## src/rtl/hazard_pkg.sv

```systemverilog
// Shared types for the MIPS hazard controller.
// Divider FSM states, forwarding selects, stall/flush bundle.
package hazard_pkg;

  typedef enum logic [1:0] {
    IDLE = 2'd0,
    BUSY = 2'd1,
    DONE = 2'd2
  } div_state_e;

  localparam logic [1:0] FWD_RF = 2'b00;
  localparam logic [1:0] FWD_W  = 2'b01;
  localparam logic [1:0] FWD_M  = 2'b10;

  typedef struct packed {
    logic stallF;
    logic stallD;
    logic stallE;
    logic stallM;
    logic stallW;
    logic flushD;
    logic flushE;
    logic flushM;
    logic flushW;
  } hz_ctrl_t;

endpackage

```

## src/rtl/hazard_ctrl_div_seq.sv

```systemverilog
// Multi-cycle divider sequencer: IDLE -> BUSY -> DONE.
// In: divE, exceptM, memstall. Out: div_start, div_busy, state.
module div_seq
  import hazard_pkg::*;
#(
  parameter int DIV_CYCLES = 32
) (
  input  logic       clk,
  input  logic       rst,
  input  logic       divE,
  input  logic       exceptM,
  input  logic       memstall,
  output logic       div_start,
  output logic       div_busy,
  output div_state_e state
);

  localparam int CW =
    (DIV_CYCLES > 1) ? $clog2(DIV_CYCLES) : 1;
  localparam logic [CW-1:0] CNT_LOAD =
    CW'(DIV_CYCLES - 1);

  div_state_e    state_d, state_q;
  logic [CW-1:0] cnt_d, cnt_q;

  always_ff @(posedge clk or posedge rst) begin
    if (rst) begin
      state_q <= IDLE;
      cnt_q   <= '0;
    end else begin
      state_q <= state_d;
      cnt_q   <= cnt_d;
    end
  end

  always_comb begin
    state_d   = state_q;
    cnt_d     = cnt_q;
    div_start = 1'b0;
    unique case (state_q)
      IDLE: begin
        if (divE) begin
          state_d   = BUSY;
          cnt_d     = CNT_LOAD;
          div_start = 1'b1;
        end
      end
      BUSY: begin
        // counter also runs while memory stalls
        if (cnt_q == '0) begin
          state_d = DONE;
        end else begin
          cnt_d = cnt_q - CW'(1);
        end
      end
      DONE: begin
        // divE ignored: the finished div is still in E
        if (!memstall) begin
          state_d = IDLE;
        end
      end
      default: begin
        state_d = IDLE;
        cnt_d   = '0;
      end
    endcase
    if (exceptM) begin
      state_d   = IDLE;
      cnt_d     = '0;
      div_start = 1'b0;
    end
  end

  assign div_busy = (state_q == BUSY) | div_start;
  assign state    = state_q;

endmodule

```

## src/rtl/hazard_ctrl.sv

```systemverilog
// Pipeline hazard controller: forwarding, stall/flush priority.
// Ports: D/E/M/W register ids and controls in; fwd, stall, flush, div out.
module hazard_ctrl
  import hazard_pkg::*;
#(
  parameter int DIV_CYCLES = 32,
  parameter int REG_W      = 5
) (
  input  logic             clk,
  input  logic             rst,
  input  logic [REG_W-1:0] rsD,
  input  logic [REG_W-1:0] rtD,
  input  logic [REG_W-1:0] rsE,
  input  logic [REG_W-1:0] rtE,
  input  logic [REG_W-1:0] writeregE,
  input  logic [REG_W-1:0] writeregM,
  input  logic [REG_W-1:0] writeregW,
  input  logic             regwriteE,
  input  logic             regwriteM,
  input  logic             regwriteW,
  input  logic             memtoregE,
  input  logic             memtoregM,
  input  logic             branchD,
  input  logic             divE,
  input  logic             memreqM,
  input  logic             memackM,
  input  logic             exceptM,
  output logic             forwardAD,
  output logic             forwardBD,
  output logic [1:0]       forwardAE,
  output logic [1:0]       forwardBE,
  output logic             stallF,
  output logic             stallD,
  output logic             stallE,
  output logic             stallM,
  output logic             stallW,
  output logic             flushD,
  output logic             flushE,
  output logic             flushM,
  output logic             flushW,
  output logic             div_start,
  output logic             div_busy
);

  function automatic logic hit(
    input logic             we,
    input logic [REG_W-1:0] wr,
    input logic [REG_W-1:0] src
  );
    return we && (wr != '0) && (wr == src);
  endfunction

  div_state_e div_state;
  logic       div_start_w;
  logic       div_busy_w;

  logic hm_rsE, hw_rsE, hm_rtE, hw_rtE;
  logic hm_rsD, hm_rtD, he_rsD, he_rtD;
  logic memstall, lwstall, brstall;
  logic [1:0] fae, fbe;
  logic [3:0] sel;
  hz_ctrl_t   hz;

  assign hm_rsE = hit(regwriteM, writeregM, rsE);
  assign hw_rsE = hit(regwriteW, writeregW, rsE);
  assign hm_rtE = hit(regwriteM, writeregM, rtE);
  assign hw_rtE = hit(regwriteW, writeregW, rtE);
  assign hm_rsD = hit(regwriteM, writeregM, rsD);
  assign hm_rtD = hit(regwriteM, writeregM, rtD);
  assign he_rsD = hit(regwriteE, writeregE, rsD);
  assign he_rtD = hit(regwriteE, writeregE, rtD);

  assign memstall = memreqM & ~memackM;
  assign lwstall  = memtoregE & (he_rsD | he_rtD);
  assign brstall  = branchD &
    ((he_rsD | he_rtD) |
     (memtoregM & (hm_rsD | hm_rtD)));

  div_seq #(
    .DIV_CYCLES(DIV_CYCLES)
  ) u_div (
    .clk      (clk),
    .rst      (rst),
    .divE     (divE),
    .exceptM  (exceptM),
    .memstall (memstall),
    .div_start(div_start_w),
    .div_busy (div_busy_w),
    .state    (div_state)
  );

  // M is the younger result, so it wins over W
  always_comb begin
    fae = FWD_RF;
    fbe = FWD_RF;
    if (hm_rsE)      fae = FWD_M;
    else if (hw_rsE) fae = FWD_W;
    if (hm_rtE)      fbe = FWD_M;
    else if (hw_rtE) fbe = FWD_W;
  end

  // one-hot priority select, highest first
  assign sel[3] = exceptM;
  assign sel[2] = memstall & ~exceptM;
  assign sel[1] = div_busy_w & ~exceptM & ~memstall;
  assign sel[0] = (lwstall | brstall) &
                  ~(exceptM | memstall | div_busy_w);

  always_comb begin
    hz = '0;
    unique case (1'b1)
      sel[3]: begin
        hz.flushD = 1'b1;
        hz.flushE = 1'b1;
        hz.flushM = 1'b1;
        hz.flushW = 1'b1;
      end
      sel[2]: begin
        hz.stallF = 1'b1;
        hz.stallD = 1'b1;
        hz.stallE = 1'b1;
        hz.stallM = 1'b1;
        hz.flushW = 1'b1;
      end
      sel[1]: begin
        hz.stallF = 1'b1;
        hz.stallD = 1'b1;
        hz.stallE = 1'b1;
        hz.flushM = 1'b1;
      end
      sel[0]: begin
        hz.stallF = 1'b1;
        hz.stallD = 1'b1;
        hz.flushE = 1'b1;
      end
      default: hz = '0;
    endcase
  end

  // everything is forced quiet while reset is held
  assign forwardAD = hm_rsD & ~rst;
  assign forwardBD = hm_rtD & ~rst;
  assign forwardAE = fae & {2{~rst}};
  assign forwardBE = fbe & {2{~rst}};
  assign stallF    = hz.stallF & ~rst;
  assign stallD    = hz.stallD & ~rst;
  assign stallE    = hz.stallE & ~rst;
  assign stallM    = hz.stallM & ~rst;
  assign stallW    = hz.stallW & ~rst;
  assign flushD    = hz.flushD & ~rst;
  assign flushE    = hz.flushE & ~rst;
  assign flushM    = hz.flushM & ~rst;
  assign flushW    = hz.flushW & ~rst;
  assign div_start = div_start_w & ~rst;
  assign div_busy  = div_busy_w & ~rst;

endmodule

```

## config.mk

```make
export PLATFORM = sky130hd
export DESIGN_NAME = hazard_ctrl
export DESIGN_NICKNAME = d
export VERILOG_FILES = /design/src/rtl/hazard_pkg.sv /design/src/rtl/hazard_ctrl_div_seq.sv /design/src/rtl/hazard_ctrl.sv
export SDC_FILE = /design/constraint.sdc
export NUM_CORES = 1
export LEC_CHECK = 0
export CAP_MARGIN = 20
export CELL_PAD_IN_SITES_DETAIL_PLACEMENT = 1
export CELL_PAD_IN_SITES_GLOBAL_PLACEMENT = 1
export CORE_MARGIN = 4
export CORE_UTILIZATION = 27
export DETAILED_ROUTE_END_ITERATION = 8
export GPL_ROUTABILITY_DRIVEN = 0
export GPL_TIMING_DRIVEN = 0
export PLACE_DENSITY_LB_ADDON = 0.1
export SLEW_MARGIN = 10
export SYNTH_ARGS = -nofsm -noshare
export SYNTH_HDL_FRONTEND = slang
export SYNTH_SLANG_ARGS = --single-unit
```

## constraint.sdc

```tcl
create_clock -name clk -period 4.7 [get_ports clk]
set_input_delay 0.47 -clock clk [delete_from_list [all_inputs] [get_ports clk]]
set_output_delay 0.47 -clock clk [all_outputs]
set_load 0.02 [all_outputs]
```

==> impl_metrics.tcl <==
set metrics [dict create \
    status "completed" \
    grt_first_pass_wirelength_mm 6.237 \
    worstPathCellList "clkdlybuf4s50_1 -> or4_1 -> o221ai_1 -> nor2_1 -> o21ai_0 -> nand3b_1 -> buf_4 -> clkdlybuf4s50_1" \
    slew_viol_final 0 \
    period_needed_ns 3.179 \
    slew_headroom_pct 59.37 \
    setup_viol 0 \
    numCtsBuffers 3 \
    final_cells 244 \
    async_flop_share_pct 100.0 \
    dp_cells 240 \
    leakagePower_nw 0.6718 \
    vias_per_cell 4.779 \
    vias 1166 \
    cts_tree "yes" \
    hold_path.class "flop to flop" \
    arrival_ns 2.71 \
    cp.required_ns 4.23 \
    top_usage_layer "met2" \
    fin_tns_setup_ns 0 \
    crit_path_end_kind "output port" \
    cpPeakStageDelay_ns 0.56 \
    use_met1_pct 18.52 \
    drc 0 \
    diodes 0 \
    synth-main-ff-cell "dfrtp_1" \
    avgSynthCellArea_um2 8.017 \
    fin_skew_ns 0.0005630 \
    whs_ns 0.5171 \
    ant_nets 0 \
    cts.path.max_buffers 2 \
    ctsHoldBuffers 0 \
    grt_usage_pct 14.86 \
    netlist_area_um2 1082 \
    cap_violations 0 \
    fin_nets 246 \
    syn_to_final_growth_pct 62.43 \
    ios 64 \
    cts.sinks 7 \
    power_density_nw_per_um2 191.8 \
    hold_violations 0 \
    synth-seq-area-share_pct 16.18 \
    hpwl_mm 3.195 \
    numPortBuffers 57 \
    fillerInstances 453 \
    synthCells 135 \
    synth_edf_count 0 \
    crit_type "input port to output port" \
    avgRoutedWirePerCell_um 14.92 \
    drtPass1Iterations 4 \
    htreeDepth 1 \
    grt_setup_unrepaired "no" \
    ir_drop_v 0.00008318 \
    yosys_warnings 0 \
    dr.first_iter.drc_count 23 \
    start_kind "input port" \
    die_area_um2 5085 \
    path_clk_slew_ns 0.04 \
    worst_pin_slew_ns 0.6081 \
    antenna_found_initial 0 \
    root_buffer "clkbuf_8" \
    crit_top_cell "clkdlybuf4s50_1" \
    fp-row-count 22 \
    grt_pass1_vias 1319 \
    crit_fanout 3 \
    grt_max_degree 11 \
    start_util_pct 28.70 \
    finish.utilization_pct 46.62 \
    wl_mm 3.640 \
    grtUsageMet2_pct 25.51 \
    critPathSlowestCell "or4_1" \
    grt.overflow.total 0 \
    finalCritPeriodShare_pct 67.63 \
    yosysUniqueCellTypes 37 \
    grt_use_met3_pct 5.330 \
    die_w_um 71.31 \
    die_y_um 71.31 \
    ctsResizeCount 0 \
    core_um2 3771 \
    drive_gt1_share_pct 8.673 \
    max_clock_freq_ghz 0.3146 \
    post_cts_buffers 0 \
    clock_latency_ns 0.23 \
    synth_nets 184 \
    ys_ff_latch 7 \
]
cells by family (layout without fill, tap and decap cells):
group,after synthesis,count (layout),share of synthesized area [%]
fa+ha+maj,2,2,2.312
simple gates,44,44,23.35
flops,7,7,16.19
other cells,1,1,0.3465
buf+inv,15,76,7.166
xor+xnor,41,41,33.18
compound gates,23,23,15.38
mux,2,2,2.081
synthesized netlist by cell type (2+ instances only):
master	count	area, um^2
xor2_1	22	192.7
xnor2_1	19	166.4
nor2_1	10	37.54
nor3_1	9	45.04
dfrtp_1	7	175.2
a21oi_1	6	30.03
inv_1	6	22.52
buf_2	5	25.02
nand3_1	5	25.02
nor4_1	4	25.02
a21o_1	3	22.52
nand2_1	3	11.26
o21ai_0	3	15.01
a22o_1	2	17.52
and4_1	2	17.52
buf_4	2	15.01
ha_1	2	25.02
mux2_2	2	22.52
nand3_2	2	20.02
o211ai_1	2	15.01
o21bai_1	2	15.01
or4_1	2	15.01
through the flow:
| stage | worst slack, ns | cell area (um^2) | power, mW |
|---|---|---|---|
| 6_report | 1.521 | 1758 | 0.3371 |
| 5_1_grt | 1.377 | 1758 | 0.3621 |
| 4_1_cts | 1.525 | 1758 | 0.3418 |
| 3_5_place_dp | 1.547 | 1713 | 0.2523 |
| 3_3_place_gp | 1.575 | 1713 | 0.2455 |
| 2_1_floorplan | 2.362 | 1082 | 0.1751 |
registers in the layout, indices dropped and copies added, names as in the netlist:
signal	cells
u_div.cnt_q	5
u_div.state	2
cell usage in the layout, fill, tap and decap left out, types with 5 or more instances in the layout:
master and count:
nor3_1 9, nand3_1 5, xnor2_1 19, clkdlybuf4s50_1 57
inv_1 6, buf_2 5, xor2_1 22, nor2_1 10
a21oi_1 6, dfrtp_1 7
final timing paths:
kind / start / endpoint / slack (ns) / cells past startpoint
hold / removal: u_div.cnt_q[4]$_DFFE_PP0P_ / u_div.cnt_q[4]$_DFFE_PP0P_ / 0.52 / 1
hold reg to reg: u_div.cnt_q[4]$_DFFE_PP0P_ / u_div.cnt_q[4]$_DFFE_PP0P_ / 0.52 / 1
setup / recovery: writeregE[1] / stallF / 1.52 / 8
setup reg to reg: u_div.cnt_q[0]$_DFFE_PP0P_ / u_div.cnt_q[2]$_DFFE_PP0P_ / 2.97 / 6
max in group asynchronous: rst / u_div.cnt_q[1]$_DFFE_PP0P_ / 3.91 / 2
min in group asynchronous: rst / u_div.state[0]$_DFFE_PP0P_ / 0.56 / 2
per-layer routing:
layer | vias up | part of all wire, %
met4 | 0 | 0.27
met1 | 534 | 43
met2 | 41 | 49
li1 | 589 | -
met5 | - | 0
met3 | 2 | 7.6
report_power, final:
group          switching, mW  total, mW  internal (mW)  leakage, nW
Sequential            0.0104     0.0827         0.0722       0.0874
Clock                 0.0284     0.0872         0.0589       0.0228
Combinational         0.0773      0.167         0.0899        0.562
Total                  0.116      0.337          0.221        0.672
critical path, delay by kind of cell:
family / cells / cell delay [ns]
simple gates: 3 / 0.77
compound gates: 2 / 0.31
buf+inv: 3 / 1.16
area by class of cell:
class	count	area [um^2]	area share (%)
multi-input combinational	113	829.5	47.19
timing repair buffer	57	570.5	32.46
sequential	7	175.2	9.964
tap	48	60.06	3.416
buffer	9	55.05	3.132
clock buffer	4	45.04	2.562
inverter	6	22.52	1.281
(Power assumes the default switching activity.)
